[config.mk]
export PLATFORM = sky130hd
export DESIGN_NAME = game_flow_ctrl
export DESIGN_NICKNAME = d
export VERILOG_FILES = /design/src/rtl/game_pkg.sv /design/src/rtl/bcd_counter4.sv /design/src/rtl/game_flow_ctrl.sv
export SDC_FILE = /design/constraint.sdc
export NUM_CORES = 1
export LEC_CHECK = 0
export ABC_AREA = 0
export CAP_MARGIN = 20
export CORE_MARGIN = 3
export CORE_UTILIZATION = 30
export CTS_CLUSTER_SIZE = 10
export DETAILED_ROUTE_END_ITERATION = 8
export HOLD_SLACK_MARGIN = 0.03
export PLACE_DENSITY_LB_ADDON = 0.3
export SLEW_MARGIN = 10
export SYNTH_ARGS = -nofsm -noshare
export SYNTH_HDL_FRONTEND = slang
export SYNTH_SLANG_ARGS = --single-unit
export TNS_END_PERCENT = 50
[constraint.sdc]
create_clock -name clk_100ms -period 3.3 [get_ports clk_100ms]
set_input_delay 0.66 -clock clk_100ms [delete_from_list [all_inputs] [get_ports clk_100ms]]
set_output_delay 0.66 -clock clk_100ms [all_outputs]
set_load 0.005 [all_outputs]
[src/rtl/game_pkg.sv]
// Shared definitions for the runner game: state encoding, BCD digit type and speed-ramp defaults.
package game_pkg;

  typedef logic [3:0] bcd_digit_t;

  typedef enum logic [2:0] {
    ST_IDLE  = 3'd0,
    ST_CLEAR = 3'd1,
    ST_RUN   = 3'd2,
    ST_PAUSE = 3'd3,
    ST_OVER  = 3'd4
  } game_state_e;

  localparam int unsigned DIFF_W        = 7;
  localparam int unsigned SCORE_W       = 16;
  localparam int unsigned DIFF_INIT_DEF = 60;
  localparam int unsigned DIFF_MIN_DEF  = 20;
  localparam int unsigned DIFF_STEP_DEF = 4;

  // Digit-wise BCD magnitude compare starting at the most significant digit.
  function automatic logic bcd_gt(input logic [SCORE_W-1:0] a, input logic [SCORE_W-1:0] b);
    bcd_digit_t a3, a2, a1, a0, b3, b2, b1, b0;
    logic gt;
    {a3, a2, a1, a0} = a;
    {b3, b2, b1, b0} = b;
    if (a3 != b3)      gt = (a3 > b3);
    else if (a2 != b2) gt = (a2 > b2);
    else if (a1 != b1) gt = (a1 > b1);
    else               gt = (a0 > b0);
    return gt;
  endfunction

endpackage

[src/rtl/bcd_counter4.sv]
// 4-digit BCD counter that saturates at 9999; clear has priority over inc.
module bcd_counter4
  import game_pkg::*;
(
  input  logic               clk_100ms,
  input  logic               reset,
  input  logic               clear,
  input  logic               inc,
  output logic [SCORE_W-1:0] count
);

  bcd_digit_t d3, d2, d1, d0;
  logic [SCORE_W-1:0] count_nx;

  assign {d3, d2, d1, d0} = count;

  // Incremented value with the carry rippling through all digits in one cycle.
  always_comb begin
    count_nx = count;
    if (count != 16'h9999) begin
      if (d0 != 4'd9) begin
        count_nx[3:0] = d0 + 4'd1;
      end else begin
        count_nx[3:0] = 4'd0;
        if (d1 != 4'd9) begin
          count_nx[7:4] = d1 + 4'd1;
        end else begin
          count_nx[7:4] = 4'd0;
          if (d2 != 4'd9) begin
            count_nx[11:8] = d2 + 4'd1;
          end else begin
            count_nx[11:8]  = 4'd0;
            count_nx[15:12] = d3 + 4'd1;
          end
        end
      end
    end
  end

  // Count register.
  always_ff @(posedge clk_100ms) begin
    if (reset || clear) begin
      count <= '0;
    end else if (inc) begin
      count <= count_nx;
    end
  end

endmodule

[src/rtl/game_flow_ctrl.sv]
// Game sequencer: conditions buttons/collision, runs the game FSM, speed ramp, score and high score.
module game_flow_ctrl
  import game_pkg::*;
#(
  parameter int unsigned DIFF_INIT  = DIFF_INIT_DEF,
  parameter int unsigned DIFF_MIN   = DIFF_MIN_DEF,
  parameter int unsigned DIFF_STEP  = DIFF_STEP_DEF,
  parameter int unsigned RAMP_TICKS = 50,
  parameter int unsigned CLR_TICKS  = 2,
  parameter int unsigned OVER_HOLD  = 30
) (
  input  logic               clk_100ms,
  input  logic               reset,
  input  logic               btn_start,
  input  logic               btn_pause,
  input  logic               btn_jump,
  input  logic               collision,
  output logic               shut,
  output logic               clr,
  output logic               jump_en,
  output logic [DIFF_W-1:0]  diff,
  output logic [SCORE_W-1:0] score,
  output logic [SCORE_W-1:0] hi_score,
  output logic [2:0]         state,
  output logic               over
);

  localparam int unsigned RAMP_W = $clog2(RAMP_TICKS + 1);
  localparam int unsigned CLR_W  = $clog2(CLR_TICKS + 1);
  localparam int unsigned HOLD_W = $clog2(OVER_HOLD + 1);

  // Input bit order: 0 start, 1 pause, 2 jump, 3 collision.
  logic [3:0] sync1_q, sync2_q;
  logic [1:0] hist_q;
  logic       start_edge, pause_edge, jump_sync, coll_sync;

  game_state_e state_q, state_d;
  logic        shut_d, clr_d, over_d, jump_d;
  logic        enter_clear, enter_over, run_stay, ramp_wrap;
  logic [DIFF_W-1:0] diff_step;
  logic [RAMP_W-1:0] ramp_q;
  logic [CLR_W-1:0]  clr_cnt_q;
  logic [HOLD_W-1:0] hold_q;

  // Two-flop synchronizers plus a history flop on the two edge-triggered buttons.
  always_ff @(posedge clk_100ms) begin
    if (reset) begin
      sync1_q <= '0;
      sync2_q <= '0;
      hist_q  <= '0;
    end else begin
      sync1_q <= {collision, btn_jump, btn_pause, btn_start};
      sync2_q <= sync1_q;
      hist_q  <= sync2_q[1:0];
    end
  end

  assign start_edge = sync2_q[0] & ~hist_q[0];
  assign pause_edge = sync2_q[1] & ~hist_q[1];
  assign jump_sync  = sync2_q[2];
  assign coll_sync  = sync2_q[3];

  // FSM state register.
  always_ff @(posedge clk_100ms) begin
    if (reset) begin
      state_q <= ST_IDLE;
    end else begin
      state_q <= state_d;
    end
  end

  // Next state and next-state-decoded outputs; collision wins over a pause edge in RUN.
  always_comb begin
    state_d = state_q;
    shut_d  = 1'b1;
    clr_d   = 1'b0;
    over_d  = 1'b0;
    jump_d  = 1'b0;
    case (state_q)
      ST_IDLE:  if (start_edge) state_d = ST_CLEAR;
      ST_CLEAR: if (clr_cnt_q == CLR_W'(CLR_TICKS - 1)) state_d = ST_RUN;
      ST_RUN: begin
        if (coll_sync)       state_d = ST_OVER;
        else if (pause_edge) state_d = ST_PAUSE;
      end
      ST_PAUSE: if (pause_edge) state_d = ST_RUN;
      ST_OVER:  if (start_edge && hold_q == HOLD_W'(OVER_HOLD - 1)) state_d = ST_CLEAR;
      default:  state_d = ST_IDLE;
    endcase
    case (state_d)
      ST_IDLE:  begin shut_d = 1'b1; clr_d = 1'b1; end
      ST_CLEAR: begin shut_d = 1'b0; clr_d = 1'b1; end
      ST_RUN:   begin shut_d = 1'b0; end
      ST_PAUSE: begin shut_d = 1'b1; end
      ST_OVER:  begin shut_d = 1'b1; over_d = 1'b1; end
      default:  begin shut_d = 1'b1; clr_d = 1'b1; end
    endcase
    jump_d = jump_sync && (state_d == ST_RUN);
  end

  assign enter_clear = (state_d == ST_CLEAR) && (state_q != ST_CLEAR);
  assign enter_over  = (state_d == ST_OVER)  && (state_q != ST_OVER);
  assign run_stay    = (state_q == ST_RUN)   && (state_d == ST_RUN);
  assign ramp_wrap   = (ramp_q == RAMP_W'(RAMP_TICKS - 1));
  assign diff_step   = (diff < DIFF_W'(DIFF_MIN + DIFF_STEP)) ? DIFF_W'(DIFF_MIN)
                                                               : diff - DIFF_W'(DIFF_STEP);

  // Registered outputs, speed ramp, CLEAR/OVER counters and high-score capture.
  always_ff @(posedge clk_100ms) begin
    if (reset) begin
      shut      <= 1'b1;
      clr       <= 1'b1;
      over      <= 1'b0;
      jump_en   <= 1'b0;
      diff      <= DIFF_W'(DIFF_INIT);
      ramp_q    <= '0;
      clr_cnt_q <= '0;
      hold_q    <= '0;
      hi_score  <= '0;
    end else begin
      shut    <= shut_d;
      clr     <= clr_d;
      over    <= over_d;
      jump_en <= jump_d;
      if (enter_clear) begin
        clr_cnt_q <= '0;
        diff      <= DIFF_W'(DIFF_INIT);
        ramp_q    <= '0;
      end else if (state_q == ST_CLEAR) begin
        clr_cnt_q <= clr_cnt_q + CLR_W'(1);
      end
      // Ramp only advances on cycles that stay in RUN, so a wrap coinciding with a collision is dropped.
      if (run_stay) begin
        if (ramp_wrap) begin
          ramp_q <= '0;
          diff   <= diff_step;
        end else begin
          ramp_q <= ramp_q + RAMP_W'(1);
        end
      end
      if (enter_over) begin
        hold_q <= '0;
        if (bcd_gt(score, hi_score)) hi_score <= score;
      end else if (state_q == ST_OVER && hold_q != HOLD_W'(OVER_HOLD - 1)) begin
        hold_q <= hold_q + HOLD_W'(1);
      end
    end
  end

  // Score counts only on cycles that stay in RUN; cleared on entry to CLEAR.
  bcd_counter4 u_score (
    .clk_100ms (clk_100ms),
    .reset     (reset),
    .clear     (enter_clear),
    .inc       (run_stay),
    .count     (score)
  );

  assign state = state_q;

endmodule

# Yosys cells after proc, flatten, opt, wreduce, memory -nomap -nowiden
# Cells that the tools add are included.
# word_totals
elab_cells,101
ff_bits,69
# op_classes
n_lt_le_gt_ge,5
n_eq_ne,21
n_mux,25
bitwise_logic,7
reduce_logical,18
n_addsub,8
# ops
operator,n
$mux 7,4
$mux 3,6
$mux 6,3
$add 4x1->4 const B,4
$gt 4x4->1,4
$ne 16x16->1 const B,1
$pmux 3 s5,1
$eq 3x2->1 const B,4
$mux 4,3
$ne 4x4->1,3
$ne 4x4->1 const B,3
$mux 1,8
$lt 7x5->1 const B,1
$sub 7x3->7 const B,1
$add 6x1->6 const B,1
$eq 3x1->1 const B,2
$eq 3x3->1 const B,2
$eq 6x6->1 const B,1
$logic_and 1x1->1,6
$reduce_or 2->1,3
$add 5x1->5 const B,1
$eq 5x5->1 const B,1
$ne 5x5->1 const B,1
$not 1->1,5
13 further kinds,15

# Logic depth before layout (Yosys ltp)
# depth
ltp_word,10
mapped_depth,9

# Cells and area by module
# From an unflattened synthesis, not the netlist that was laid out.
# unflattened
hier_cells,356
area_unflattened_um2,3372.0
# modules_own_cells
module,seq_area_each_um2,cells_per_inst,area_per_inst_um2,n_inst
game_flow_ctrl,1061.0,259,2523.7,1
bcd_counter4,320.3,97,848.3,1

# Worst setup path after synthesis
# No wires, ideal clock.
# synth_path
kind,register -> register
from,register u_score.count[4]
to,register hi_score[5]
stages_incl_launch_ff,10
slack_ns,1.093
period_less_slack_ns,2.207
t_arrival_ns,2.148
path_cell_list,dfxtp_1 inv_1 ha_1 nand2b_1 a2111o_1 o211ai_1 o21ai_0 a21oi_1 buf_2 a22o_1
# synth_between
elab_chain_cells,7
word_cells_on_any_way,8
classes_between,1 x order compare; 1 x eq/ne; 5 x mux; 1 x reduce/logical
# synth_rtl
item,line,text
from (decl),bcd_counter4.sv:9,output logic [SCORE_W-1:0] count
from (signal assigned),bcd_counter4.sv:45,count <= count_nx;
$gt 4x4->1 / $ne 4x4->1 (equally long branches),game_pkg.sv:28,else if (a1 != b1) gt = (a1 > b1);
$mux 1 *,game_pkg.sv:28,
$mux 1 *,game_pkg.sv:27,else if (a2 != b2) gt = (a2 > b2);
$mux 1 *,game_pkg.sv:26,if (a3 != b3) gt = (a3 > b3);
$mux 1 *,game_flow_ctrl.sv:141,if (enter_over) begin
$mux 1 *,game_flow_ctrl.sv:110,if (reset) begin
$reduce_and 2->1 (no line) *,--,
to (signal assigned),game_flow_ctrl.sv:143,"if (bcd_gt(score, hi_score)) hi_score <= score;"
to (decl),game_flow_ctrl.sv:23,"output logic [SCORE_W-1:0] hi_score,"
# Mark *: on every way between the ends. The rest lies on a longest branch, timed or not. The select of a mux whose other input is x is not followed.
# A chain may end at the register's enable or synchronous reset.

# Worst setup path in the final report
# layout_path
from,register u_score.count[4]
to,register hi_score[2]
# The elaborated chain is that of the path after synthesis.

==> out/results.ini <==
[timing]
fin_ws_ns=0.623
setup_viol=0
max_freq_ghz=0.373
whs_ns=0.436
fin_skew_ns=0.00500
worstMarginPinSlew_ns=0.736
period_share_pct=81.1
grt_setup_unrepaired=no
maxSlewHeadroom_pct=50.8
fin_setup_tns_ns=0
hold_violations=0
min_period_ns=2.68
finalMaxSlewViolations=0

[setup_path]
cp-end-kind=flop
worstPathCellList=inv_1 -> ha_1 -> nand2b_1 -> a2111o_1 -> o211ai_1 -> o21ai_0 -> a21oi_1 -> buf_4 -> a22o_1
crit_family=compound AO/OA/AOI/OAI gates
critical_path_required_ns=3.58
crit_arrival_ns=2.96
worstPathMaxFanout=8
critPathBufInv=2
cpMaxStageDelayCell=a21oi_1
criticalPathCategory=reg -> reg
startpoint_type=flop
critical_path.max_stage_delay_ns=0.49

[cells_and_area]
fin_cells=567
synthToLayoutAreaGrowth_pct=25.3
n_fill_cell=1069
layout.nets=458
n_antenna_cell=0
layout-drive-gt1-share_pct=6.73

[floorplan]
die_y_um=111
die_w_um=111
die_area_um2=12300
rows=37
initial_core_util_pct=31.5
core_area_um2=10500
io_pins=52

[global_route]
grt_overflow=0
grt_max_degree=28
antenna_found_initial=0
grt_pass1_vias=2690
grt_pass1_wl_mm=12.9
grt_usage_pct=12.6

[logic_synthesis]
ys_async_sr_fraction_pct=0
synth_cells=371
synth-edff-count=0
yosysUniqueCellTypes=54
yosysWarnings=0
avgSynthCellArea_um2=8.93
syn-cell-area_um2=3310
synth_flop_cell=dfxtp_1
syn-num-nets=401
ys_seq_elements=69
ys_seq_area_share_pct=41.7

[clock_tree]
htreeDepth=3
clkLatencyLatePin_ns=0.34
postCtsSetupBuffers=0
ctsHoldBuffers=0
cts.path.max_buffers=2
clkSlewWorstSetupHoldPaths_ns=0.07
clock-sinks=69
clockRootBuffer=clkbuf_8
cts_resized=0
cts_buffers=9
cts_tree=yes

[flow_run]
cap_viol_max_count=0

[power]
p_switching_uw=331
power_density_nw_per_um2=362
p_leak_uw=0.00149
power_frac_comb_pct=3.7
peakVddDrop_mv=0.194
pwr-share-clk_pct=39.7
switching_share_pct=22.0
power_frac_seq_pct=56.6
intPower_uw=1170

[routing]
ant_nets=0
highest_layer=met4
first_pass_iters=4
wl_per_cell_um=13.4
num_vias=2788
vias_per_cell=4.92
wl_met1_mm=3.57
wl_met3_um=368
drt-total-wl_mm=7.58
drt_iter0_drc=114
post-route-drc-count=0
dr_wl_met2_mm=3.58

[placed_design]
hpwl_mm=5.46
dp.cells=552
place_congestion=0.809
io_buffer_count=51
dp_slack_ns=0.343

[status]
status=completed

[min_path]
worstHoldPathType=reg -> reg

==> placed cells by master, fill, tap and decap left out, types with 3 or more instances in the layout <==
cell type / Yosys / final
a211oi_1: 8 / 8
a21oi_1: 18 / 18
a22o_1: 12 / 12
and2_1: 4 / 4
and3_1: 3 / 3
buf_4: 1 / 5
clkbuf_8: 0 / 11
clkdlybuf4s50_1: 0 / 51
dfxtp_1: 69 / 69
ha_1: 24 / 24
inv_1: 26 / 26
mux2i_1: 3 / 3
nand2_1: 21 / 21
nand2b_1: 10 / 10
nand3_1: 11 / 11
nand4_1: 5 / 5
nand4b_1: 3 / 3
nor2_1: 40 / 40
nor2b_1: 17 / 17
nor3_1: 7 / 7
nor3b_1: 3 / 3
o21ai_0: 20 / 20
o22ai_1: 3 / 3
or2_2: 3 / 3
or3_1: 3 / 3
xnor2_1: 5 / 5
xor2_1: 9 / 9
==> kinds of logic (layout without fill, tap and decap cells) <==
kind of cell / count (synthesis) / after routing / synth area share (%)
buffers and inverters: 36 / 96 / 4.34
multiplexers: 4 / 4 / 1.25
AO/OA/AOI/OAI: 80 / 80 / 16.1
flip-flops: 69 / 69 / 41.7
XOR/XNOR: 14 / 14 / 3.70
adder cells (fa/ha/maj): 24 / 24 / 9.07
AND/OR/NAND/NOR: 144 / 144 / 23.8
==> power by group through the flow <==
stage	logic [uW]	clock network (uW)	registers, uW
3_3_place_gp	55.0	0	867
4_1_cts	55.9	626	848
3_5_place_dp	55.8	0	867
2_1_floorplan	37.8	0	865
6_report	56.0	595	849
5_1_grt	63.3	664	849
==> worst register-to-register path, stage by stage (launching register included) <==
cell      delay [ns]
dfxtp_1         0.41
inv_1           0.08
ha_1            0.31
nand2b_1        0.14
a2111o_1        0.40
o211ai_1        0.12
o21ai_0         0.25
a21oi_1         0.49
buf_4           0.27
a22o_1          0.16
==> final timing paths <==
check	from	to	slack, ns	cells past startpoint
worst max-delay path	u_score.count[4]	hi_score[2]	0.62	9
worst min-delay path	sync1_q[3]	sync2_q[3]	0.44	1
worst max register to register	u_score.count[4]	hi_score[2]	0.62	9
worst min register to register	sync1_q[3]	sync2_q[3]	0.44	1
==> state kept, by name, indices dropped and copies added, names as in the netlist, 3 cells and up <==
register and flops:
state 3, hold_q 5, ramp_q 6, hi_score 16, sync1_q 4, sync2_q 4, u_score.count 16, diff 7
==> stage by stage <==
stage / power (uW) / instance area [um2] / util [%]
final: 1500 / 4150 / 39.5
after global routing: 1580 / 4150 / 39.5
after CTS: 1530 / 4140 / 39.4
after detailed placement: 923 / 3980 / 37.8
after global placement: 922 / 3980 / 37.8
after floorplan: 902 / 3310 / -
==> cell usage after synthesis (all sizes together) (4+ instances only) <==
cell | n | area (um2)
dfxtp | 69 | 1380
nor2 | 41 | 156
inv | 26 | 97.6
ha | 24 | 300
nand2 | 21 | 78.8
o21ai | 20 | 100
a21oi | 18 | 90.1
nor2b | 17 | 106
a22o | 12 | 105
nand3 | 12 | 65.1
nand2b | 10 | 62.6
xor2 | 9 | 78.8
a211oi | 8 | 60.1
nor3 | 7 | 35.0
and2 | 5 | 31.3
buf | 5 | 27.5
clkbuf | 5 | 18.8
nand4 | 5 | 31.3
xnor2 | 5 | 43.8
nor3b | 4 | 35.0
or2 | 4 | 25.0
==> layer usage <==
layer	vias up	track usage, %
met4	0	3.08
met2	56	21.2
li1	1422	-
met1	1303	15.6
met3	7	4.31
met5	-	0
==> area by class of cell <==
type                    count  area (um2)  area share [%]
multi-input cells         266        1790            43.1
flip-flops and latches     69        1380            33.3
repair buffers             56         548            13.2
well taps                 136         170            4.10
clock buffers              12         155            3.74
inverters                  26        97.6            2.35
clock inverters             2        10.0           0.241
(Power assumes the default switching activity.)
